[src/rtl/tri_bus_pkg.sv]
// ----------------------------------------------------------------------------
// tri_bus_pkg
// Shared types and constants for the tristate-bus arbiter slice.
//   tb_state_t : arbiter FSM states (IDLE, OWN0, OWN1, TURN)
//   owner_t    : requester index (0 or 1)
//   *_MIN/*_MAX: legal ranges for MAX_HOLD and TURNAROUND
//   HOLD_W/TURN_W: counter widths that cover those ranges
//   arb_pick() : idle-time arbitration (single requester wins, tie -> ~last)
// ----------------------------------------------------------------------------
package tri_bus_pkg;

    typedef enum logic [1:0] {
        IDLE = 2'd0,
        OWN0 = 2'd1,
        OWN1 = 2'd2,
        TURN = 2'd3
    } tb_state_t;

    typedef logic owner_t;

    localparam int MAX_HOLD_MIN   = 1;
    localparam int MAX_HOLD_MAX   = 255;
    localparam int TURNAROUND_MIN = 1;
    localparam int TURNAROUND_MAX = 15;

    localparam int HOLD_W = 8;
    localparam int TURN_W = 4;

    // Arbitration applied in IDLE and on the last TURN cycle.
    function automatic tb_state_t arb_pick(input logic [1:0] req, input owner_t last);
        tb_state_t nxt;
        case (req)
            2'b01:   nxt = OWN0;
            2'b10:   nxt = OWN1;
            2'b11:   nxt = last ? OWN0 : OWN1;  // round-robin: the one not served last
            default: nxt = IDLE;
        endcase
        return nxt;
    endfunction

endpackage

[src/rtl/tri_bus_if.sv]
// ----------------------------------------------------------------------------
// tri_bus_if
// Request/grant bundle between the two bus requesters and the arbiter.
//   req   [1:0] : requester levels (driven by the requester side)
//   mux_e       : tristate mux enable
//   mux_s       : tristate mux select (current/last owner)
//   gnt   [1:0] : one-hot grant or 00
//   busy        : arbiter not idle
// Modports: master = requester side, slave = arbiter side.
// ----------------------------------------------------------------------------
interface tri_bus_if;
    logic [1:0] req;
    logic       mux_e;
    logic       mux_s;
    logic [1:0] gnt;
    logic       busy;

    modport master (output req, input  mux_e, input  mux_s, input  gnt, input  busy);
    modport slave  (input  req, output mux_e, output mux_s, output gnt, output busy);
endinterface

[src/rtl/tri_bus_hold_cnt.sv]
// ----------------------------------------------------------------------------
// tri_bus_hold_cnt
// Saturating up-counter with a "one before limit" flag.
//   clk, rst : clock, synchronous active-high reset
//   clr      : synchronous clear (priority over inc)
//   inc      : count up by one, saturating at limit
//   limit    : saturation value
//   hit      : count == limit-1
// ----------------------------------------------------------------------------
module tri_bus_hold_cnt #(
    parameter int W = 8
) (
    input  logic         clk,
    input  logic         rst,
    input  logic         clr,
    input  logic         inc,
    input  logic [W-1:0] limit,
    output logic         hit
);
    localparam logic [W-1:0] ONE = W'(1);

    logic [W-1:0] cnt_q;

    always_ff @(posedge clk) begin
        if (rst || clr) begin
            cnt_q <= '0;
        end else if (inc && (cnt_q != limit)) begin
            cnt_q <= cnt_q + ONE;
        end
    end

    assign hit = (cnt_q == (limit - ONE));

endmodule

[src/rtl/tri_bus_arbiter.sv]
// ----------------------------------------------------------------------------
// tri_bus_arbiter
// Round-robin arbiter for two requesters sharing a tristate 2:1 mux. Drives the
// mux enable/select as registered outputs, limits hold time under contention
// and inserts TURNAROUND dead cycles (mux_e=0) after every release.
//   clk       : clock, rising edge
//   rst       : synchronous active-high reset
//   bus.req   : requester levels (in)
//   bus.mux_e : mux enable, 1 only while a requester owns the bus (out)
//   bus.mux_s : mux select, current/last owner (out)
//   bus.gnt   : one-hot grant, gnt[k] == mux_e && mux_s==k (out)
//   bus.busy  : 1 in OWN0/OWN1/TURN (out)
// ----------------------------------------------------------------------------
module tri_bus_arbiter
    import tri_bus_pkg::*;
#(
    parameter int MAX_HOLD   = 4,
    parameter int TURNAROUND = 1
) (
    input  logic   clk,
    input  logic   rst,
    tri_bus_if.slave bus
);

    if (MAX_HOLD < MAX_HOLD_MIN || MAX_HOLD > MAX_HOLD_MAX) begin : g_bad_hold
        $error("tri_bus_arbiter: MAX_HOLD out of range");
    end
    if (TURNAROUND < TURNAROUND_MIN || TURNAROUND > TURNAROUND_MAX) begin : g_bad_turn
        $error("tri_bus_arbiter: TURNAROUND out of range");
    end

    localparam logic [HOLD_W-1:0] HOLD_LIM = HOLD_W'(MAX_HOLD);
    localparam logic [TURN_W-1:0] TURN_LIM = TURN_W'(TURNAROUND);

    tb_state_t  state_q, state_d;
    logic       mux_e_q;
    owner_t     mux_s_q;
    logic [1:0] gnt_q;
    logic       busy_q;
    owner_t     last_q;

    logic   in_own;
    owner_t own_idx;
    logic   hold_hit, turn_hit;

    assign in_own  = (state_q == OWN0) || (state_q == OWN1);
    assign own_idx = (state_q == OWN1);

    // Hold counter only counts contended cycles; it is cleared whenever we are
    // not owning, so it starts at zero on every OWNx entry.
    tri_bus_hold_cnt #(.W(HOLD_W)) u_hold_cnt (
        .clk   (clk),
        .rst   (rst),
        .clr   (!in_own),
        .inc   (in_own && bus.req[~own_idx]),
        .limit (HOLD_LIM),
        .hit   (hold_hit)
    );

    tri_bus_hold_cnt #(.W(TURN_W)) u_turn_cnt (
        .clk   (clk),
        .rst   (rst),
        .clr   (state_q != TURN),
        .inc   (state_q == TURN),
        .limit (TURN_LIM),
        .hit   (turn_hit)
    );

    always_comb begin
        state_d = state_q;
        case (state_q)
            IDLE: state_d = arb_pick(bus.req, last_q);
            OWN0, OWN1: begin
                if (!bus.req[own_idx] || (bus.req[~own_idx] && hold_hit))
                    state_d = TURN;
            end
            TURN: begin
                if (turn_hit)
                    state_d = arb_pick(bus.req, last_q);
            end
            default: state_d = IDLE;
        endcase
    end

    // Outputs are decoded from the next state so they are registered alongside
    // it; mux_s/last only move on OWNx entry, so select is stable through TURN.
    always_ff @(posedge clk) begin
        if (rst) begin
            state_q <= IDLE;
            mux_e_q <= 1'b0;
            mux_s_q <= 1'b0;
            gnt_q   <= 2'b00;
            busy_q  <= 1'b0;
            last_q  <= 1'b1;
        end else begin
            state_q <= state_d;
            mux_e_q <= (state_d == OWN0) || (state_d == OWN1);
            gnt_q   <= {state_d == OWN1, state_d == OWN0};
            busy_q  <= (state_d != IDLE);
            if (state_d == OWN0) begin
                mux_s_q <= 1'b0;
                last_q  <= 1'b0;
            end else if (state_d == OWN1) begin
                mux_s_q <= 1'b1;
                last_q  <= 1'b1;
            end
        end
    end

    assign bus.mux_e = mux_e_q;
    assign bus.mux_s = mux_s_q;
    assign bus.gnt   = gnt_q;
    assign bus.busy  = busy_q;

    // gap_q: consecutive mux_e=0 cycles preceding the current cycle.
    logic [4:0] gap_q;

    always_ff @(posedge clk) begin
        if (rst) begin
            gap_q <= 5'd31;
        end else if (mux_e_q) begin
            gap_q <= 5'd0;
        end else if (gap_q != 5'd31) begin
            gap_q <= gap_q + 5'd1;
        end
    end

    always_ff @(posedge clk) begin
        if (!rst) begin
            assert (gnt_q != 2'b11) else $error("tri_bus_arbiter: gnt not one-hot");
            assert (mux_e_q == (|gnt_q)) else $error("tri_bus_arbiter: mux_e disagrees with gnt");
            assert (!(mux_e_q && gap_q != 5'd0) || (int'(gap_q) >= TURNAROUND))
                else $error("tri_bus_arbiter: turnaround gap too short");
        end
    end

endmodule

[src/flat_wrapper.sv]
// flat-port wrapper written by rule: the top's interface ports become plain ports
module tri_bus_arbiter_flat import tri_bus_pkg::*;
#(
    parameter int MAX_HOLD   = 4,
    parameter int TURNAROUND = 1
)
  (clk, rst, bus_req, bus_mux_e, bus_mux_s, bus_gnt, bus_busy);
  tri_bus_if bus_i ();
  input  logic clk;
  input  logic rst;
  input wire logic [$bits(bus_i.req)-1:0] bus_req;
  output wire logic [$bits(bus_i.mux_e)-1:0] bus_mux_e;
  output wire logic [$bits(bus_i.mux_s)-1:0] bus_mux_s;
  output wire logic [$bits(bus_i.gnt)-1:0] bus_gnt;
  output wire logic [$bits(bus_i.busy)-1:0] bus_busy;
  assign bus_i.req = bus_req;
  assign bus_mux_e = bus_i.mux_e;
  assign bus_mux_s = bus_i.mux_s;
  assign bus_gnt = bus_i.gnt;
  assign bus_busy = bus_i.busy;
  tri_bus_arbiter #(.MAX_HOLD(MAX_HOLD), .TURNAROUND(TURNAROUND)) u_core (.clk(clk), .rst(rst), .bus(bus_i));
endmodule
[config.mk]
export PLATFORM = sky130hd
export DESIGN_NAME = tri_bus_arbiter_flat
export DESIGN_NICKNAME = d
export VERILOG_FILES = /design/src/rtl/tri_bus_pkg.sv /design/src/rtl/tri_bus_if.sv /design/src/rtl/tri_bus_hold_cnt.sv /design/src/rtl/tri_bus_arbiter.sv /design/src/flat_wrapper.sv
export SDC_FILE = /design/constraint.sdc
export NUM_CORES = 1
export LEC_CHECK = 0
export BUFFER_PORTS_ARGS = -buffer_cell sky130_fd_sc_hd__clkbuf_2
export CAP_MARGIN = 20
export CORE_UTILIZATION = 45
export CTS_BUF_LIST = sky130_fd_sc_hd__clkbuf_16
export CTS_CLUSTER_SIZE = 8
export DETAILED_ROUTE_END_ITERATION = 6
export SLEW_MARGIN = 10
export SYNTH_ARGS = -nofsm -noshare
export SYNTH_HDL_FRONTEND = slang
export SYNTH_SLANG_ARGS = --single-unit
[constraint.sdc]
create_clock -name clk -period 2.6 [get_ports clk]
set_input_delay 0.65 -clock clk [delete_from_list [all_inputs] [get_ports clk]]
set_output_delay 0.65 -clock clk [all_outputs]
set_load 0.05 [all_outputs]
==> flow_summary.toml, run 1 <==
[run_status]
status = "completed"

[placement]
dp_hpwl_mm = 1.44
dp_cells = 159
gp_congestion = 0.788
pre_cts_slack_ns = 0.275
io_buffers = 8

[worst_setup_path]
r2r_start = "u_core.state_q[1]"
reg2reg_depth = 8
r2r_slack_ns = 0.31
path_max_fanout = 5
rr_endpoint = "u_core.last_q"
start_kind = "register"
path_class = "reg2reg"
cp.required_ns = 2.74
end_kind = "register"
arrival_ns = 2.43

[sta]
maxSlewHeadroom_pct = 71.7
finClkSkew_ns = 0.00328
drv_slew = 0
rsz0062_at_grt = "no"
fin_crit_sh_pct = 88.1
worst_slack_ns = 0.310
timing.final.hold_violations = 0
min_period_ns = 2.29
setup_violations = 0
tightest_slew_ns = 0.424
fmax_mhz = 437
setup_tns_ns = 0

[routing]
via_count = 836
finalWirelength_mm = 1.89
drt_iter0_drc = 5
wl_per_cell_um = 11.6
drc = 0
drt_first_pass_iters = 4
ant_nets = 0
via_per_inst = 5.13

[finish]
final-seq-area_um2 = 400
multiInputGateArea_um2 = 691
instances_no_fill = 163
layout_commonest_cell = "nor2_1"
fin_nets = 153
mostFrequentLayoutCells = "nor2_1, dfxtp_1, ha_1, nand2_1, clkbuf_2"
num_antenna_cells = 0
fill_cells = 206
drive_above_1_share_pct = 18.5
area_growth_pct = 12.4

[grt]
overflow = 0
grt_max_degree = 12
grt_pass1_vias = 785
grt_use_total_pct = 17.4
antenna_found_initial = 0
grt_first_pass_wirelength_mm = 3.41

[synth]
synthFlopType = "dfxtp_1"
seq_area_frac_synth_pct = 35.2
synth_area_um2 = 1140
syn_avg_cell_area_um2 = 9.03
async_flop_share_pct = 0
synthTopCellsByArea = "dfxtp_1, ha_1, nor2_1, nand2_1, mux2i_1"
synth_fp_nets = 143
netlist.area_leader.share_pct = 35.2
syn_inst = 126
ys_warn_count = 0
ys_types = 34
synth-seq-cells = 20
synth_edf_count = 0
synth_top_area_cell = "dfxtp_1"

[clocking]
postCtsHoldBufs = 0
clkTransAtPathRegs_ns = 0.06
cts_buffer_depth = 2
cts_resized = 0
cts_buffers = 3
clock_sinks = 20
clk_latency_ns = 0.25
cts_tree = "done"
cts_root_buffer = "clkbuf_16"
cts-htree-levels = 1
postCtsSetupBuffers = 0

[run]
maxCapViolCount = 0

[floorplan]
io_pins = 9
die_h_um = 52.3
die-area_um2 = 2730
initial_utilization_pct = 49.5
rows = 17
design.core.area_um2 = 2300
chipWidth_um = 52.3

[hold_path]
holdCritPathClass = "reg2reg"
min_from = "u_core.u_turn_cnt.cnt_q[1]"
min_to = "u_core.u_turn_cnt.cnt_q[1]"
whs_path_depth = 2

[pwr]
vdd.ir_drop.worst_v = 0.000660
p_per_area_nw_per_um2 = 1110
power.leakage_nw = 0.521
==> per-layer routing <==
layer	share of wire (%)	vias to the layer above	track usage (%)
met1	48	382	21.8
met4	2.1	0	10.1
met5	0	-	0
li1	-	438	-
met2	47	11	26.7
met3	3.2	5	4.35
==> metrics by stage <==
stage	hold WS (ns)	util (%)	power, W	cell area (um2)
after floorplan	0.462	-	0.000981	1140
after global placement	0.484	52.2	0.00110	1200
after detailed placement	0.490	52.2	0.00111	1200
after CTS	0.499	55.7	0.00144	1280
after global routing	0.532	55.7	0.00153	1280
final	0.492	55.7	0.00142	1280
==> final cells by class <==
type / instances / share of cell area, %
clock inverters: 1 / 0.294
repair buffers: 8 / 3.13
clock buffers: 3 / 5.87
flip-flops and latches: 20 / 31.3
well taps: 28 / 2.74
multi-input cells: 94 / 54.0
inverters: 9 / 2.64
==> state kept, by name (all words and copies together) (netlist names) <==
signal                   cells
u_core.bus.busy              1
u_core.bus.gnt               2
u_core.bus.mux_e             1
u_core.bus.mux_s             1
u_core.last_q                1
u_core.state_q               2
u_core.u_hold_cnt.cnt_q      8
u_core.u_turn_cnt.cnt_q      4
==> power breakdown <==
part           leakage (nW)  total (W)  switching [W]  internal [W]
clock                0.0385   0.000317       0.000112      0.000205
sequential            0.163   0.000396      0.0000312      0.000365
combinational         0.320   0.000709       0.000453      0.000256
total                 0.521    0.00142       0.000597      0.000826
==> synthesized netlist by cell type, drive strengths merged (2+ instances only) <==
master / instances
and3: 4
nand2: 11
dfxtp: 20
nand2b: 4
nor2: 21
a21oi: 3
nor3: 3
ha: 13
nor2b: 3
a211oi: 3
buf: 2
mux2i: 4
nand3: 6
inv: 9
mux2: 2
xnor2: 3
xor2: 4
o21ai: 3
==> critical path, stage by stage (launching register included) <==
cell	delay [ns]
dfxtp_1	0.39
ha_1	0.29
mux2_4	0.34
nand3_4	0.10
o31ai_2	0.08
a211oi_2	0.40
ha_1	0.33
o21ai_0	0.17
nand2b_1	0.07
==> worst max-delay path by stage <==
stage                                  from            end  slack, ns  cells after the start
after detailed placement         bus_req[0]  u_core.last_q       0.28                      8
after global routing      u_core.state_q[1]  u_core.last_q       0.15                      8
final                     u_core.state_q[1]  u_core.last_q       0.31                      8
after global placement           bus_req[1]  u_core.last_q       0.36                      8
after floorplan           u_core.state_q[0]  u_core.last_q       0.54                      9
after CTS                 u_core.state_q[0]  u_core.last_q       0.32                      9
==> kinds of logic (layout without fill, tap and decap cells) <==
kind of cell | Yosys count | in the layout | synth area share [%]
and+or+nand+nor | 54 | 54 | 24.3
DFF | 20 | 20 | 35.2
AOI/OAI and AO/OA | 14 | 14 | 10.9
adders and majority gates | 13 | 13 | 14.3
buffers and inverters | 12 | 21 | 4.07
xor gates and xnor gates | 7 | 7 | 5.39
muxes | 6 | 6 | 5.83
Power figures use the tool's default switching activity.
==> run 2: changes to the inputs <==
- BUFFER_PORTS_ARGS: -buffer_cell sky130_fd_sc_hd__clkbuf_2 -> -buffer_cell sky130_fd_sc_hd__buf_2
- clock period: 2.6 -> 2.3 ns (I/O delays scaled with it)
==> run 2 against run 1 <==
Effect of this change: sequential share of layout area decreased by 1.0 points; non-clock buffer count increased by 2; hold slack improved by 0.0019 ns; critical endpoint unchanged; highest routed layer unchanged; cell count increased by 1.2%; count of clock-buffer cells in the layout unchanged; global-route usage decreased by 0.071 points.
==> flow_summary.toml, run 2 (same netlist as run 1, synthesis figures left out) <==
[run_status]
status = "completed"

[finish]
layout_commonest_cell = "nor2_1"
largest_reg_flops = 8
regMostFlops = "u_core.u_hold_cnt.cnt_q"
area_growth_pct = 16.3
fill_cells = 209
multiInputGateArea_um2 = 693
mostFrequentLayoutCells = "nor2_1, dfxtp_1, ha_1, nand2_1, buf_2"
fin_nets = 155
instances_no_fill = 165
drive_above_1_share_pct = 21.2
final-seq-area_um2 = 400
reg.largest.list = "u_core.u_hold_cnt.cnt_q (8), u_core.u_turn_cnt.cnt_q (4)"
num_antenna_cells = 0

[worst_setup_path]
end_kind = "register"
arrival_ns = 2.29
cp.required_ns = 2.50
r2r_slack_ns = 0.21
slowest_delay_ns = 0.40
crit_chain = "ha_1 > mux2_4 > nand3_4 > o31ai_2 > a211oi_2 > buf_4 > inv_2 > ha_1 > nand2_1 > o21ai_0 > nand2b_1"
crit_top_cell = "ha_1"
critPathSlowestCell = "dfxtp_1"
timing.critical_path.from = "u_core.state_q[1]"
path_class = "reg2reg"
path_max_fanout = 5
r2r_start = "u_core.state_q[1]"
start_kind = "register"

[grt]
grt_pass1_vias = 755
overflow = 0
grt_use_total_pct = 17.3
grt_first_pass_wirelength_mm = 3.35
antenna_found_initial = 0
grt_max_degree = 13

[sta]
holdWs_ns = 0.493
tightest_slew_ns = 0.358
drv_slew = 0
maxSlewHeadroom_pct = 76.1
min_period_ns = 2.09
fin_crit_sh_pct = 91.0
finClkSkew_ns = 0.00430
timing.final.hold_violations = 0
setup_tns_ns = 0
fmax_mhz = 478
setup_violations = 0
rsz0062_at_grt = "no"

[pwr]
vdd.ir_drop.worst_v = 0.000994
p_per_area_nw_per_um2 = 1350
power.leakage_nw = 0.544

[routing]
wl_per_cell_um = 11.6
drc = 0
ant_nets = 0
finalWirelength_mm = 1.92
drt_first_pass_iters = 4
via_count = 831
drt_iter0_drc = 13
via_per_inst = 5.04

[hold_path]
min_from = "u_core.bus.mux_s"
holdCritPathClass = "reg2reg"

[floorplan]
initial_utilization_pct = 49.5
die_h_um = 52.3
io_pins = 9
die-area_um2 = 2730
rows = 17
design.core.area_um2 = 2300
chipWidth_um = 52.3

[clocking]
postCtsHoldBufs = 0
cts_buffers = 3
cts-htree-levels = 1
clkTransAtPathRegs_ns = 0.06
cts_tree = "done"
cts_buffer_depth = 2
cts_root_buffer = "clkbuf_16"
clock_sinks = 20
clk_latency_ns = 0.25

[placement]
dp_cells = 160
io_buffers = 8
gp_congestion = 0.796
dp_hpwl_mm = 1.46

[run]
maxCapViolCount = 0
run 2: changes by cell type in the layout (fill, tap and decap cells not counted):
cell	delta
buf_2	+8
buf_4	+2
bufinv_16	+1
clkbuf_2	-8
clkinv_1	-1
ha_1	-1
ha_2	+1
run 2: worst paths after layout:
| kind | end | cells after the start |
|---|---|---|
| max | u_core.last_q | 11 |
| min | u_core.bus.mux_s | 2 |
| max reg2reg | u_core.last_q | 11 |
| min reg2reg | u_core.bus.mux_s | 2 |
run 2: per-layer routing:
| metal | routed length (um) | up-vias | global-route usage, % |
|---|---|---|---|
| met2 | 862 | 14 | 27.4 |
| met1 | 955 | 376 | 21.4 |
| li1 | - | 437 | - |
| met5 | 0 | - | 0 |
| met3 | 78 | 4 | 6.96 |
| met4 | 23 | 0 | 5.26 |
run 2: area by class of cell:
| cell class | instances | share of cell area [%] |
|---|---|---|
| clock buffers | 3 | 5.68 |
| clock inverters | 1 | 2.27 |
| inverters | 9 | 2.55 |
| multi-input cells | 94 | 52.4 |
| flip-flops and latches | 20 | 30.3 |
| well taps | 28 | 2.65 |
| repair buffers | 10 | 4.16 |
run 2: report_power, final:
group	internal (W)	switching, W
sequential	0.000413	0.0000333
clock	0.000345	0.000126
combinational	0.000343	0.000519
run 2: repair_timing:
action / CTS / global route
setup buffers: 0 / 1
gates resized for setup: 0 / 1
endpoints found under the setup margin: 0 / 1
hold endpoints to repair: 0 / 0
run 2: worst max-delay path: cells and delay by family (launching register included):
kind	cells	cell delay, ns
DFF	1	0.40
and+or+nand+nor	3	0.23
muxes	1	0.34
adders and majority gates	2	0.47
AOI/OAI and AO/OA	3	0.37
buffers and inverters	2	0.21
run 2: per-stage QoR:
| stage | power, W | cell area (um2) | util, % | setup WS (ns) |
|---|---|---|---|---|
| 4_1_cts | 0.00177 | 1310 | 57.1 | 0.0819 |
| 3_3_place_gp | 0.00127 | 1210 | 52.6 | 0.146 |
| 5_1_grt | 0.00191 | 1320 | 57.6 | 0.0608 |
| 3_5_place_dp | 0.00129 | 1210 | 52.6 | 0.106 |
| 2_1_floorplan | 0.00111 | 1140 | - | 0.242 |
| 6_report | 0.00178 | 1320 | 57.6 | 0.207 |
==> run 3: changes to the inputs <==
- SYNTH_HIERARCHICAL: not set -> 1
- clock period: 2.3 -> 2.4 ns (I/O delays scaled with it)
==> run 3 against run 2 <==
Effect of this change: critical path type unchanged; core utilization grew 6.6 points; area after synthesis grew 25%; global-route usage grew 1.7 points; the flow now finishes with violations (negative setup slack).
==> flow_summary.toml, run 3 <==
[run_status]
status = "finished, violations left"
failed_checks = "negative setup slack"

[synth]
synth-seq-cells = 20
syn_avg_cell_area_um2 = 8.45
seq_area_frac_synth_pct = 28.2
syn_inst = 168
synthFlopType = "dfxtp_1"
synthTopCellsByCount = "dfxtp_1, xnor2_1, nor2_1, ha_1"
synth_top_area_cell = "dfxtp_1"
ys_types = 44
synthTopCellsByArea = "dfxtp_1, ha_1, xnor2_1, xor2_1, nor2_1"
ys_warn_count = 6
synth_edf_count = 0
synth_most_common_cell = "dfxtp_1"
netlist.area_leader.share_pct = 28.2
async_flop_share_pct = 0
synth_area_um2 = 1420

[sta]
fmax_mhz = 394
setup_violations = 5
timing.final.hold_violations = 0
fin_crit_sh_pct = 106
finClkSkew_ns = 0.00217
rsz0062_at_grt = "yes"
min_period_ns = 2.54
drv_slew = 0
holdWs_ns = 0.484
worst_slack_ns = -0.136

[finish]
layout_commonest_cell = "conb_1"
area_growth_pct = 36.7
drive_above_1_share_pct = 22.7
reg.largest.list = "u_core/u_hold_cnt/cnt_q (8), u_core/u_turn_cnt/cnt_q (4)"
fill_cells = 261
mostFrequentLayoutCells = "conb_1, dfxtp_1, xnor2_1, buf_4, nor2_1"
fin_area_um2 = 1940
largest_reg_flops = 8
num_antenna_cells = 0
regMostFlops = "u_core/u_hold_cnt/cnt_q"
fin_nets = 242
instances_no_fill = 269

[pwr]
p_total_w = 0.00127
vdd.ir_drop.worst_v = 0.000265
power.leakage_nw = 0.787
p_per_area_nw_per_um2 = 655

[worst_setup_path]
arrival_ns = 2.73
slowest_delay_ns = 0.39
path_class = "reg2reg"
worst-path-buf-inv = 2
path_max_fanout = 2
start_kind = "register"
cp_top_family = "simple AND/OR/NAND/NOR gates"
end_kind = "register"
critPathSlowestCell = "or3_4"
crit_top_cell = "buf_6"
crit_chain = "xor2_2 > nor2_1 > a221o_1 > and4_1 > and3_4 > or3_4 > a221oi_4 > a21o_1 > buf_6 > buf_6 > ha_4 > nor2b_4"
cp.required_ns = 2.60

[routing]
wl_per_cell_um = 10.8
via_per_inst = 4.64
drc = 0
drt_iter0_drc = 61
ant_nets = 0
finalWirelength_mm = 2.92
via_count = 1249
drt_first_pass_iters = 4

[floorplan]
die-area_um2 = 3380
die_h_um = 58.2
design.core.area_um2 = 3030
rows = 20
chipWidth_um = 58.2
io_pins = 9
initial_utilization_pct = 46.9

[clocking]
clock_sinks = 20
cts_buffers = 3
cts-htree-levels = 1
cts_buffer_depth = 2
clk_latency_ns = 0.25
postCtsHoldBufs = 0
cts_tree = "done"
clkTransAtPathRegs_ns = 0.06
cts_root_buffer = "clkbuf_16"

[hold_path]
holdCritPathClass = "reg2reg"

[grt]
grt_pass1_vias = 1175
grt_use_total_pct = 19.0
grt_first_pass_wirelength_mm = 4.89
antenna_found_initial = 0
grt_max_degree = 12
overflow = 0

[placement]
dp_hpwl_mm = 2.22
dp_cells = 262
pre_cts_slack_ns = -0.138
io_buffers = 8
placed_area_um2 = 1750
gp_congestion = 0.771

[run]
maxCapViolCount = 0
==> run 3: metrics by stage <==
stage | setup TNS (ns) | utilization [%]
floorplan | 0 | -
global placement | -0.251 | 57.7
detailed placement | -0.588 | 57.7
CTS | -0.525 | 61.0
global route | -1.50 | 64.1
finish | -0.573 | 64.1
==> run 3: kinds of logic (layout without fill, tap and decap cells) <==
group                      Yosys count  after routing  share of synthesized area, %
muxes                                4              4                          2.82
AOI/OAI and AO/OA                   28             28                          14.3
other                                2             33                         0.529
DFF                                 20             20                          28.2
buffers and inverters               14             40                          3.88
adders and majority gates           12             12                          10.6
and+or+nand+nor                     63             63                          23.8
xor gates and xnor gates            25             25                          15.9
==> run 3: final cells by class <==
class | instances | area [um2] | area share, %
multi-input combinational | 165 | 1190 | 61.1
sequential | 20 | 405 | 20.9
timing repair buffer | 25 | 175 | 9.02
clock buffer | 3 | 75.1 | 3.87
tap | 44 | 55.1 | 2.84
inverter | 11 | 41.3 | 2.13
clock inverter | 1 | 3.75 | 0.193
==> run 3: path summary, 6_finish.rpt <==
path	startpoint	to	slack, ns	cells after the start
hold / removal	u_core/u_hold_cnt/cnt_q[7]	u_core/u_hold_cnt/cnt_q[7]	0.48	2
hold reg to reg	u_core/u_hold_cnt/cnt_q[7]	u_core/u_hold_cnt/cnt_q[7]	0.48	2
setup / recovery	u_core/u_hold_cnt/cnt_q[6]	u_core/bus.gnt[1]	-0.14	12
setup reg to reg	u_core/u_hold_cnt/cnt_q[6]	u_core/bus.gnt[1]	-0.14	12
==> run 3: per-layer routing <==
layer / share of wire [%] / track usage [%]
met5: 0 / 0
met4: 2.0 / 8.84
met3: 2.6 / 4.91
met2: 50 / 32.5
met1: 46 / 22.2
==> run 3: worst reg2reg max path: stages (launching register included) <==
cell and delay, ns:
dfxtp_2 0.35, xor2_2 0.14, nor2_1 0.07, a221o_1 0.28
and4_1 0.19, and3_4 0.14, or3_4 0.39, a221oi_4 0.29
a21o_1 0.18, buf_6 0.13, buf_6 0.09, ha_4 0.11
nor2b_4 0.11
==> run 3: power by group <==
part | switching [W] | internal [W]
Sequential | 0.0000217 | 0.000369
Clock | 0.000123 | 0.000222
Combinational | 0.000315 | 0.000223
==> run 3: timing repair <==
action / 4_1_cts / 5_1_grt
pin swaps: 3 / 10
endpoints found under the setup margin: 5 / 6
buffers inserted: 2 / 1
gates resized for setup: 3 / 17
